===== src/rtl/sdrc_wb_arb_pkg.sv =====
// Shared types and constants for the SDRAM controller Wishbone arbiter.
// Contents:
//   arb_state_e     - arbitration FSM state (idle / grant / drain)
//   WB_CTI_*        - Wishbone cycle type identifiers used by masters
package sdrc_wb_arb_pkg;

  typedef enum logic [1:0] {
    StIdle  = 2'd0,
    StGrant = 2'd1,
    StDrain = 2'd2
  } arb_state_e;

  localparam logic [2:0] WB_CTI_CLASSIC = 3'b000;
  localparam logic [2:0] WB_CTI_INCR    = 3'b010;
  localparam logic [2:0] WB_CTI_EOB     = 3'b111;

endpackage


===== src/rtl/sdrc_rr_pick.sv =====
// Combinational round-robin first-one finder.
// Scans req_i starting at position rr_i and moving upward with wrap-around;
// reports the first set position.
// Ports:
//   req_i   - request vector, one bit per requester
//   rr_i    - highest-priority position for this scan
//   idx_o   - index of the chosen requester (0 when none)
//   found_o - at least one request bit is set
module sdrc_rr_pick #(
  parameter int unsigned NumReq = 2,
  localparam int unsigned IdxW  = (NumReq > 1) ? $clog2(NumReq) : 1
) (
  input  logic [NumReq-1:0] req_i,
  input  logic [IdxW-1:0]   rr_i,
  output logic [IdxW-1:0]   idx_o,
  output logic              found_o
);

  logic [IdxW:0] pos;

  // Walk offsets from farthest to nearest so the nearest set bit is the
  // last one written and therefore wins.
  always_comb begin
    idx_o   = '0;
    found_o = 1'b0;
    pos     = '0;
    for (int i = NumReq - 1; i >= 0; i--) begin
      pos = {1'b0, rr_i} + (IdxW + 1)'(i);
      if (pos >= (IdxW + 1)'(NumReq)) begin
        pos = pos - (IdxW + 1)'(NumReq);
      end
      if (req_i[pos[IdxW-1:0]]) begin
        idx_o   = pos[IdxW-1:0];
        found_o = 1'b1;
      end
    end
  end

endmodule


===== src/rtl/sdrc_wb_arbiter.sv =====
// Round-robin Wishbone arbiter sharing the sdrc_top slave port among NUM_M
// masters. A grant lasts for a whole Wishbone cycle (cyc high), so bursts are
// never split. No grant is issued before SDRAM init completes. A watchdog
// aborts a transfer that waits TIMEOUT cycles for ack and drains the owner.
// Ports:
//   wb_clk_i, wb_rst_i   - clock, synchronous active-high reset
//   sdr_init_done        - SDRAM init complete; gates new arbitration
//   m_*_i / m_*_o        - packed per-master Wishbone signals
//   m_dat_o              - read data broadcast, valid with own ack
//   s_*_o / s_*_i        - Wishbone master port towards sdrc_top
//   gnt_valid_o          - a master owns the port (grant or drain)
//   gnt_idx_o            - current / last owner index
module sdrc_wb_arbiter
  import sdrc_wb_arb_pkg::*;
#(
  parameter int unsigned NUM_M   = 2,
  parameter int unsigned AW      = 26,
  parameter int unsigned DW      = 32,
  parameter int unsigned TIMEOUT = 1024,
  localparam int unsigned GW     = (NUM_M > 1) ? $clog2(NUM_M) : 1,
  localparam int unsigned SW     = DW / 8
) (
  input  logic              wb_clk_i,
  input  logic              wb_rst_i,
  input  logic              sdr_init_done,
  input  logic [NUM_M-1:0]  m_cyc_i,
  input  logic [NUM_M-1:0]  m_stb_i,
  input  logic [NUM_M-1:0]  m_we_i,
  input  logic [NUM_M*AW-1:0] m_addr_i,
  input  logic [NUM_M*DW-1:0] m_dat_i,
  input  logic [NUM_M*SW-1:0] m_sel_i,
  input  logic [NUM_M*3-1:0]  m_cti_i,
  output logic [NUM_M-1:0]  m_ack_o,
  output logic [NUM_M-1:0]  m_err_o,
  output logic [DW-1:0]     m_dat_o,
  output logic              s_cyc_o,
  output logic              s_stb_o,
  output logic              s_we_o,
  output logic [AW-1:0]     s_addr_o,
  output logic [DW-1:0]     s_dat_o,
  output logic [SW-1:0]     s_sel_o,
  output logic [2:0]        s_cti_o,
  input  logic              s_ack_i,
  input  logic [DW-1:0]     s_dat_i,
  output logic              gnt_valid_o,
  output logic [GW-1:0]     gnt_idx_o
);

  localparam int unsigned WdW = (TIMEOUT > 1) ? $clog2(TIMEOUT) : 1;
  localparam logic [WdW-1:0] WdLast = WdW'((TIMEOUT > 0) ? TIMEOUT - 1 : 0);

  arb_state_e     state_q, state_d;
  logic [GW-1:0]  gnt_q, gnt_d;
  logic [GW-1:0]  rr_q, rr_d;
  logic [WdW-1:0] wd_cnt_q, wd_cnt_d;

  logic [NUM_M-1:0] req;
  logic [GW-1:0]    pick_idx;
  logic             pick_found;
  logic             gnt_cyc;
  logic             stall;
  logic             wd_hit;
  logic [GW-1:0]    rr_next;

  assign req     = m_cyc_i & m_stb_i & {NUM_M{sdr_init_done}};
  assign gnt_cyc = m_cyc_i[gnt_q];
  assign stall   = (state_q == StGrant) && m_stb_i[gnt_q] && !s_ack_i;
  // Release by the master takes priority over an abort in the same cycle.
  assign wd_hit  = (TIMEOUT != 0) && stall && gnt_cyc && (wd_cnt_q == WdLast);
  assign rr_next = (gnt_q == GW'(NUM_M - 1)) ? '0 : gnt_q + 1'b1;

  sdrc_rr_pick #(
    .NumReq (NUM_M)
  ) u_pick (
    .req_i   (req),
    .rr_i    (rr_q),
    .idx_o   (pick_idx),
    .found_o (pick_found)
  );

  always_ff @(posedge wb_clk_i) begin
    if (wb_rst_i) begin
      state_q  <= StIdle;
      gnt_q    <= '0;
      rr_q     <= '0;
      wd_cnt_q <= '0;
    end else begin
      state_q  <= state_d;
      gnt_q    <= gnt_d;
      rr_q     <= rr_d;
      wd_cnt_q <= wd_cnt_d;
    end
  end

  always_comb begin
    state_d  = state_q;
    gnt_d    = gnt_q;
    rr_d     = rr_q;
    wd_cnt_d = '0;
    case (state_q)
      StIdle: begin
        if (pick_found) begin
          gnt_d   = pick_idx;
          state_d = StGrant;
        end
      end
      StGrant: begin
        if (!gnt_cyc) begin
          state_d = StIdle;
          rr_d    = rr_next;
        end else if (wd_hit) begin
          state_d = StDrain;
        end else if (stall && (TIMEOUT != 0)) begin
          wd_cnt_d = wd_cnt_q + 1'b1;
        end
      end
      StDrain: begin
        if (!gnt_cyc) begin
          state_d = StIdle;
          rr_d    = rr_next;
        end
      end
      default: state_d = StIdle;
    endcase
  end

  always_comb begin
    s_cyc_o     = 1'b0;
    s_stb_o     = 1'b0;
    s_we_o      = 1'b0;
    s_addr_o    = '0;
    s_dat_o     = '0;
    s_sel_o     = '0;
    s_cti_o     = '0;
    m_ack_o     = '0;
    m_err_o     = '0;
    gnt_valid_o = 1'b0;
    if (state_q != StIdle) begin
      gnt_valid_o = 1'b1;
      s_we_o      = m_we_i[gnt_q];
      s_addr_o    = m_addr_i[gnt_q*AW +: AW];
      s_dat_o     = m_dat_i[gnt_q*DW +: DW];
      s_sel_o     = m_sel_i[gnt_q*SW +: SW];
      s_cti_o     = m_cti_i[gnt_q*3 +: 3];
    end
    // In drain, cyc/stb stay low and any late ack is swallowed.
    if (state_q == StGrant) begin
      s_cyc_o        = m_cyc_i[gnt_q];
      s_stb_o        = m_stb_i[gnt_q];
      m_ack_o[gnt_q] = s_ack_i;
      m_err_o[gnt_q] = wd_hit;
    end
  end

  assign m_dat_o   = s_dat_i;
  assign gnt_idx_o = gnt_q;

endmodule


===== config.mk =====
export PLATFORM = sky130hd
export DESIGN_NAME = sdrc_wb_arbiter
export DESIGN_NICKNAME = d
export VERILOG_FILES = /design/src/rtl/sdrc_wb_arb_pkg.sv /design/src/rtl/sdrc_rr_pick.sv /design/src/rtl/sdrc_wb_arbiter.sv
export SDC_FILE = /design/constraint.sdc
export NUM_CORES = 1
export LEC_CHECK = 0
export BUFFER_PORTS_ARGS = -buffer_cell sky130_fd_sc_hd__clkbuf_2
export CAP_MARGIN = 40
export CELL_PAD_IN_SITES_DETAIL_PLACEMENT = 1
export CELL_PAD_IN_SITES_GLOBAL_PLACEMENT = 1
export CORE_MARGIN = 8
export CORE_UTILIZATION = 18
export DETAILED_ROUTE_END_ITERATION = 12
export PLACE_DENSITY_LB_ADDON = 0.1
export REMOVE_ABC_BUFFERS = 1
export SETUP_SLACK_MARGIN = 0.5
export SYNTH_ARGS = -nofsm -noshare
export SYNTH_HDL_FRONTEND = slang
export SYNTH_SLANG_ARGS = --single-unit

===== constraint.sdc =====
create_clock -name wb_clk_i -period 2.2 [get_ports wb_clk_i]
set_clock_uncertainty 0.15 [all_clocks]
set_input_delay 0.22 -clock wb_clk_i [delete_from_list [all_inputs] [get_ports wb_clk_i]]
set_output_delay 0.22 -clock wb_clk_i [all_outputs]
set_load 0.02 [all_outputs]

==> results of run 1 <==
## sequential cells by signal (all words and copies together) (netlist names)
register,cells
rr_q,1
state_q,2
wd_cnt_q,10
gnt_idx_o,1
## Yosys cell counts, drive strengths merged
library cell  count
a211oi            1
a21boi            1
a21oi             5
a22o              1
a31oi             2
and3              3
and3b             1
buf              45
clkbuf            4
dfxtp            14
ha                4
inv               6
mux2              1
mux2i            69
nand2             5
nand2b            4
nand3             5
nand4             3
nor2             81
nor2b             1
nor3              1
nor3b             1
nor4b             1
or3b              1
xnor2             4
xor2              4
## per-layer routing
layer | global-route usage | part of all wire | vias up
met3 | 0.164 | 0.19 | 14
met2 | 0.359 | 0.50 | 186
li1 | - | - | 1267
met1 | 0.150 | 0.28 | 1201
met4 | 0.0492 | 0.020 | 2
met5 | 0.0556 | 0.0069 | -
## final timing paths
path,startpoint,endpoint,slack (ns),cells past startpoint
worst max-delay path,gnt_idx_o,m_err_o[0],0.27,5
worst min register to register,wd_cnt_q[0],wd_cnt_q[0],0.28,1
worst min-delay path,wb_rst_i,gnt_idx_o,0.1,2
worst max register to register,gnt_idx_o,wd_cnt_q[1],0.40,5
## stage by stage
stage	setup TNS, ns	power [mW]	utilization	setup WS [ns]	cell area [sq um]
2_1_floorplan	-130.48	0.975	-	-2.22	1670
3_3_place_gp	0	1.49	0.275	0.204	2970
3_5_place_dp	0	1.48	0.275	0.163	2970
4_1_cts	0	2.03	0.319	0.251	3440
5_1_grt	0	2.41	0.354	0.159	3820
6_report	0	2.26	0.354	0.267	3820
## critical path, stage by stage, from the launching register on
cell and delay (ns):
dfxtp_4 0.36, mux2i_2 0.16, nor4b_4 0.34, nand2_2 0.13
nor3b_2 0.17, buf_4 0.16
## layout make-up
type / instances / area share
inverters: 6 / 0.00721
well taps: 140 / 0.0459
clock buffers: 4 / 0.0144
multi-input cells: 200 / 0.417
repair buffers: 242 / 0.438
flip-flops and latches: 14 / 0.0770
## cell families (layout without fill, tap and decap cells)
family,count (synthesis),in the layout,share of synthesized area
XOR/XNOR,8,8,0.0353
AND/OR/NAND/NOR,107,108,0.243
buffers and inverters,55,252,0.171
adder cells (fa/ha/maj),4,4,0.0252
AO/OA/AOI/OAI,10,10,0.0309
flip-flops,14,14,0.141
multiplexers,70,70,0.354
## where the power goes
part           total, mW  internal (mW)  switching (mW)  leakage, nW
sequential         0.284          0.268          0.0156        0.116
clock              0.256          0.159          0.0976       0.0288
combinational       1.72          0.802           0.919         1.65
## timing repair
action | CTS | global route
pin swaps | 2 | 11
resized for setup | 61 | 69
setup endpoints to repair | 80 | 82
buffers inserted | 6 | 7
cloned | 7 | 6
==> metrics.txt, run 1 <==
status finished, final reports clean; Antenna Cells 0; Critical Path RT 1.83 ns; crit end category primary output; Slew @ Worst Pin 0.367 ns; clock latency on the worst-skew pair 0.25 ns; CTS tree done; via count 2670; DR iter-0 viols 50; synth unique cells 29; sequential fraction of the synthesis area 0.141; Hold Fails Final Rpt 0; first-pass GRT wire length 20.7 mm; Final Setup Violations 0; Post-CTS Hold Fix Bufs 0; pwr dens 592 nW/um^2; vias in the first global route 3032; DRT Pass-1 Iters 4; Storage cell area 294 sq um; die span in x 121 um; fin. max-slew vios 0; top cells by area, synth mux2i_1 35%, dfxtp_1 14%, nor2_1 14%; P_leak 1.80 nW; die area 14600 sq um; Root Buffer clkbuf_8; I/O pin total 278; placed cells 576; Wirelength per Cell 25.4 um; fin cells 606; CTS Buf Count 3; Slew HR 0.748; commonest non-fill, non-tap cells in the layout 178 x clkbuf_2, 60 x mux2i_1, 58 x nor2_1, 23 x buf_4, 18 x nor2_2; min Tclk post-route 1.93 ns; type of the tightest min-delay check input port to flip-flop; dpl hpwl 12.5 mm; IO Port Bufs 213; Synth top area share 0.348; Routed Antenna Nets 0; Ys Warns 0; total congestion overflow 0; Cell Rows 38; syn avg cell area 7.40 sq um; max_cap viols 0; CP Max Fanout 4; Critical Setup Path Class flip-flop to primary output; #FFs+latches synth 14; Vias/cell 4.41; RSZ-0062 raised after global routing yes; Peak VDD IR 0.223 mV; max frequency 0.517 GHz; Critical Path AT 1.56 ns; Fill cells 1334; DRC 0; CTS sink count 14; Synth Cell Area 1980 sq um; most common cell after layout, fill and taps aside clkbuf_2; Critical Path Source Type flip-flop; core footprint 10800 sq um; P&R area growth vs syn 92.4%; smallest hold slack 0.0986 ns; final worst-path cycle share 0.879; nets 643; Max clock buf depth 2; largest net degree at the start of global routing 29; footprint of the multi-input gates 1590 sq um; clk slew on worst S/H paths 0.06 ns; initial antenna violation count 0; gpl congestion 0.843; Post-Syn Instances 268; leading area contributor after synthesis mux2i_1; Total GRT Usage 0.196; layout cells sized above 1 0.639; H-tree depth 1; Initial Util 0.184; Final Routed Wirelength 15.4 mm; Die H 121 um
(Power assumes the default switching activity.)
==> inputs of run 2 (changes only) <==
--- a/config.mk
+++ b/config.mk
@@ -17,4 +17,5 @@
 export SETUP_SLACK_MARGIN = 0.5
 export SYNTH_ARGS = -nofsm -noshare
 export SYNTH_HDL_FRONTEND = slang
+export SYNTH_HIERARCHICAL = 1
 export SYNTH_SLANG_ARGS = --single-unit
==> run 2 against run 1 <==
Net effect:
- register-to-register slack worse by 0.12 ns
- via count is 0.37% lower
- maximum frequency is 0.72% lower
- sequential share of layout area is 0.35 points higher
- critical endpoint unchanged
- largest power group unchanged
==> metrics.txt, run 2 <==
top cells by area, synth mux2i_1 34%, nor2_1 15%, dfxtp_1 14%; Antenna Cells 0 (unchanged); placed cells 588 (+2.1%); max reg flops 10 (unchanged); Initial Util 0.185 (+0.000925); H-tree depth 1 (unchanged); Max clock buf depth 2 (unchanged); CTS sink count 14 (unchanged); RSZ-0062 raised after global routing yes; Final Routed Wirelength 14.9 mm (-3.0%); Slew HR 0.786 (+0.0374); IO Port Bufs 213 (unchanged); clk slew on worst S/H paths 0.06 ns (about the same); syn avg cell area 7.26 sq um (-2.0%); Post-Syn Instances 276 (+3.0%); Routed Antenna Nets 0 (unchanged); Top reg by flops wd_cnt_q; fin cells 612 (+0.99%); P_leak 1.70 nW (-5.2%); largest net degree at the start of global routing 34 (+17%); Fill cells 1381 (+3.5%); Die H 121 um (+0.41%); Adder-Cell Fraction of Synth Area 0.0250 (-0.000236); Slew @ Worst Pin 0.315 ns (-0.0518 ns); DRC 0 (unchanged); complex-gate fraction of the synthesized area 0.0337 (+0.00283); Critical Setup Path Class flip-flop to primary output; die span in x 121 um (+0.41%); CP Max Fanout 3 (-1); leading area contributor after synthesis mux2i_1; vias in the first global route 2927 (-3.5%); setup_tns 0 ns (unchanged); type of the tightest min-delay check input port to flip-flop; max frequency 0.514 GHz (-0.72%); nets 649 (+0.93%); DR iter-0 viols 70 (+40%); layout cells sized above 1 0.606 (-0.0336); CTS Buf Count 3 (unchanged); Cell Rows 38 (unchanged); post-synthesis mux area share 0.350 (-0.00331); min Tclk post-route 1.95 ns (+0.0140 ns); final core utilization 0.331 (-0.0227); synth cell count leaders 82 x nor2_1, 69 x mux2i_1, 32 x buf_4, 14 x dfxtp_1; Vias/cell 4.35 (-1.4%); xor and xnor area share after synthesis 0.0350 (-0.000331); die area 14800 sq um (+0.82%); I/O pin total 278 (unchanged); Synth top area share 0.345 (-0.00326); most common cell in the netlist nor2_1; pre-CTS setup slack 0.141 ns (-0.0217 ns); P&R area growth vs syn 79.2%; clock latency on the worst-skew pair 0.24 ns (about the same); Async SR Flop Fraction 0 (unchanged); Hold Fails Final Rpt 0 (unchanged); Top FF cell, synth dfxtp_1; total congestion overflow 0 (unchanged); total power 2.39 mW (+5.5%); fin. max-slew vios 0 (unchanged); commonest non-fill, non-tap cells in the layout 199 x clkbuf_2, 74 x nor2_1, 59 x mux2i_1, 17 x buf_4; Final Setup Violations 0 (unchanged); Ys Warns 6 (+6); crit end category primary output; Critical Path RT 1.83 ns (about the same); Critical Path Source Type flip-flop; final worst-path cycle share 0.885 (+0.00635); core footprint 10800 sq um (+0.44%); CTS tree done; DRT Pass-1 Iters 4 (unchanged); via count 2660 (-0.37%); largest family of logic cells by synthesized area multiplexers; final worst setup slack 0.253 ns (-0.0140 ns); top flop regs wd_cnt_q x10, state_q x2; #FFs+latches synth 14 (unchanged); pwr dens 665 nW/um^2 (+12%); Root Buffer clkbuf_8; sequential fraction of the synthesis area 0.140 (-0.00132); gpl congestion 0.796 (-5.6%); post-synthesis simple-gate area fraction 0.240 (-0.00227); dpl hpwl 12.9 mm (+3.3%); initial antenna violation count 2 (+2); Peak VDD IR 0.310 mV (+39%); status finished, final reports clean; Total GRT Usage 0.191 (-0.00532); Synth Cell Area 2000 sq um (+0.95%); Wirelength per Cell 24.4 um (-4.0%); Critical Path AT 1.58 ns (+0.02 ns); max_cap viols 0 (unchanged); first-pass GRT wire length 20.2 mm (-2.6%); synth unique cells 32 (+10%); Post-synth EDFFs 0 (unchanged); most common cell after layout, fill and taps aside clkbuf_2
[run 2: cell types whose count changed after synthesis, sizes merged, moves of 3 or more]
cell,previous run,this run
a21oi,5,2
inv,6,10
nor3,1,4
clkbuf,4,8
nand2,5,9
nand2b,4,1
nand4,3,0
buf,45,41
[run 2: report_power, final]
| part | leakage, nW | internal (mW) | switching (mW) |
|---|---|---|---|
| registers | 0.116 | 0.272 | 0.0187 |
| logic | 1.56 | 0.707 | 1.17 |
| clock network | 0.0228 | 0.128 | 0.0900 |
| total | 1.70 | 1.11 | 1.28 |
[run 2: cells by family (layout without fill, tap and decap cells)]
kind of cell / count (synthesis) / count (layout)
flops: 14 / 14
xor+xnor: 8 / 8
simple gates: 112 / 113
mux: 70 / 70
buf+inv: 59 / 254
compound gates: 9 / 9
fa+ha+maj: 4 / 4
[run 2: critical path, cell delays in order (launching register included)]
cell and delay (ns):
dfxtp_2 0.34, inv_4 0.06, ha_4 0.14, inv_4 0.04, nor4_4 0.33, nand2_2 0.13, nor3_2 0.13, buf_4 0.17
[run 2: final timing paths]
check / start / to / slack [ns] / depth (start not counted)
hold / removal: wb_rst_i / state_q[1] / 0.11 / 2
setup reg to reg: state_q[1] / wd_cnt_q[4] / 0.28 / 8
hold reg to reg: wd_cnt_q[0] / wd_cnt_q[0] / 0.29 / 1
setup / recovery: state_q[1] / m_err_o[0] / 0.25 / 7
[run 2: timing repair]
item	in CTS	in global routing
setup endpoints to repair	82	83
gates cloned	4	0
setup buffers	9	7
hold buffers	0	0
gates resized for setup	60	34
pin swaps	13	9
[run 2: metal layers]
layer  GRT usage  vias to the layer above  share of wire
met4      0.0162                        6         0.0036
met5      0.0556                        -         0.0081
met1       0.196                     1190           0.36
met2       0.299                      176           0.44
li1            -                     1278              -
met3       0.160                       10           0.19
[run 2: layout make-up]
cell class | count | area, sq um | share of cell area
Multi-Input combinational cell | 204 | 1590 | 0.442
Sequential cell | 14 | 289 | 0.0805
Tap cell | 140 | 175 | 0.0488
Inverter | 10 | 42.5 | 0.0119
Clock buffer | 4 | 45.0 | 0.0125
Timing Repair Buffer | 240 | 1450 | 0.404
[run 2: stage by stage]
stage,area (sq um),hold slack (ns)
CTS,3440,0.104
detailed placement,3010,0.288
global placement,3010,0.281
floorplan,1690,0.139
global route,3590,0.131
finish,3590,0.111
==> inputs of run 3 (changes only) <==
--- a/config.mk
+++ b/config.mk
@@ -10,8 +10,9 @@
 export CELL_PAD_IN_SITES_DETAIL_PLACEMENT = 1
 export CELL_PAD_IN_SITES_GLOBAL_PLACEMENT = 1
 export CORE_MARGIN = 8
-export CORE_UTILIZATION = 18
+export CORE_UTILIZATION = 20
 export DETAILED_ROUTE_END_ITERATION = 12
+export MAX_ROUTING_LAYER = met4
 export PLACE_DENSITY_LB_ADDON = 0.1
 export REMOVE_ABC_BUFFERS = 1
 export SETUP_SLACK_MARGIN = 0.5
==> constraint.sdc (replaced) <==
create_clock -name wb_clk_i -period 2.28 [get_ports wb_clk_i]
set_clock_uncertainty 0.15 [all_clocks]
set_input_delay 0.228 -clock wb_clk_i [delete_from_list [all_inputs] [get_ports wb_clk_i]]
set_output_delay 0.228 -clock wb_clk_i [all_outputs]
set_load 0.02 [all_outputs]
==> run 3 against run 2 <==
Net effect:
- routed wire length is 31% higher
- sequential cell count stayed put
- worst hold slack better by 0.0072 ns
- final area is 59% higher
- critical path type unchanged
- largest power group unchanged
- highest routed layer is now met4
==> metrics.txt, run 3 (synthesized netlist as in run 2, its figures left out) <==
CP max stage delay 0.36 ns (+0.02 ns); CTS tree done; Storage cell area 293 sq um (+1.3%); max_cap viols 0 (unchanged); Critical Setup Path Class flip-flop to primary output; DRC 0 (unchanged); Initial Util 0.206 (+0.0211); Hold Fails Final Rpt 0 (unchanged); Critical Path AT 1.66 ns (+0.08 ns); Final Setup Violations 0 (unchanged); Most Frequent Cell on Critical Path inv_4; initial antenna violation count 1 (-1); CP max-delay cell nor4_4; Slew @ Worst Pin 0.397 ns (+0.0820 ns); vias in the first global route 3374 (+15%); via count 3071 (+15%); layout cells sized above 1 0.845 (+0.239); largest net degree at the start of global routing 11 (-68%); P_leak 2.33 nW (+37%); most common cell after layout, fill and taps aside clkbuf_2; Cell Rows 36 (-5.3%); clk slew on worst S/H paths 0.06 ns (about the same); Fill cells 1056 (-24%); I/O pin total 278 (unchanged); Total GRT Usage 0.280 (+0.0892); Hold Crit Depth 2 (unchanged); core footprint 9730 sq um (-10%); Top reg by flops wd_cnt_q; Peak VDD IR 0.466 mV (+50%); Root Buffer clkbuf_8; placed cell area 2970 sq um (-1.3%); IO Port Bufs 213 (unchanged); pwr dens 789 nW/um^2 (+19%); Slew HR 0.727 (-0.0581); die span in x 116 um (-4.5%); Post-CTS Hold Fix Bufs 0 (unchanged); total congestion overflow 0 (unchanged); clock latency on the worst-skew pair 0.25 ns (about the same); top flop regs wd_cnt_q x10, state_q x2; DR iter-0 viols 75 (+7.1%); Die H 116 um (-4.5%); max frequency 0.491 GHz; Critical Path Source Type flip-flop; critical path depth 7 (unchanged); Design Area, Final 5720 sq um (+59%); min Tclk post-route 2.04 ns; CTS sink count 14 (unchanged); CTS Buf Count 3 (unchanged); gpl congestion 0.895 (+12%); type of the tightest min-delay check input port to flip-flop; dpl hpwl 12.7 mm (-1.2%); final worst-path cycle share 0.894; footprint of the multi-input gates 2510 sq um (+58%); H-tree depth 1 (unchanged); critical path buffer and inverter count 3 (unchanged); commonest non-fill, non-tap cells in the layout 142 x clkbuf_2, 64 x nor2_4, 57 x buf_8, 35 x mux2i_4, 24 x buf_6; status finished, final reports clean; die area 13500 sq um (-8.7%); first-pass GRT wire length 25.5 mm (+26%); fin. max-slew vios 0 (unchanged); CP Max Fanout 3 (unchanged); DRT Pass-1 Iters 4 (unchanged); Critical Path RT 1.90 ns (+0.07 ns); Max clock buf depth 2 (unchanged); CP Cell Sequence inv_4 -> ha_4 -> inv_4 -> nor4_4 -> nand2_4 -> nor3_2 -> buf_4; RSZ-0062 raised after global routing yes; nets 679 (+4.6%); P&R area growth vs syn 186%; Vias/cell 4.83 (+11%); total power 4.52 mW (+89%); smallest hold slack 0.118 ns (+0.00721 ns); CP top delay family simple AND/OR/NAND/NOR gates; Routed Antenna Nets 0 (unchanged); max reg flops 10 (unchanged); crit end category primary output; r2r worst-path depth 9 (+1); Wirelength per Cell 30.7 um (+26%); Final Routed Wirelength 19.5 mm (+31%)
## run 3: worst paths after layout
kind	startpoint	to	slack [ns]
worst max-delay path	state_q[1]	m_err_o[0]	0.24
worst min register to register	rr_q	rr_q	0.35
worst max register to register	state_q[1]	state_q[0]	0.38
worst min-delay path	wb_rst_i	state_q[1]	0.12
## run 3: timing repair
action | 4_1_cts | 5_1_grt
cloned | 17 | 0
pin swaps | 62 | 23
setup buffers | 31 | 6
endpoints found under the setup margin | 79 | 83
resized for setup | 365 | 149
## run 3: layout make-up
| type | count | area share |
|---|---|---|
| Antenna cell | 1 | 0.000437 |
| Inverter | 10 | 0.00874 |
| Tap cell | 133 | 0.0291 |
| Multi-Input combinational cell | 204 | 0.438 |
| Timing Repair Buffer | 270 | 0.463 |
| Sequential cell | 14 | 0.0511 |
| Clock buffer | 4 | 0.00962 |
## run 3: through the flow
stage | TNS (ns) | cells | worst slack (ns) | utilization
final | 0 | 636 | 0.242 | 0.588
after global routing | 0 | 636 | 0.201 | 0.588
after CTS | 0 | 629 | 0.226 | 0.544
after detailed placement | 0 | 577 | 0.240 | 0.305
after global placement | 0 | 577 | 0.309 | 0.305
after floorplan | -124.40 | 227 | -2.17 | -
## run 3: power breakdown
part	total (mW)	switching, mW	internal (mW)
clock	0.251	0.0980	0.153
combinational	3.98	1.95	2.03
sequential	0.282	0.0195	0.262
## run 3: per-layer routing
metal,share of wire,global-route usage,wire [um],vias to the layer above
met2,0.48,0.462,9450,208
li1,-,-,-,1353
met3,0.15,0.165,2910,36
met4,0.041,0.104,801,0
met5,0,-,0,-
met1,0.33,0.266,6350,1474
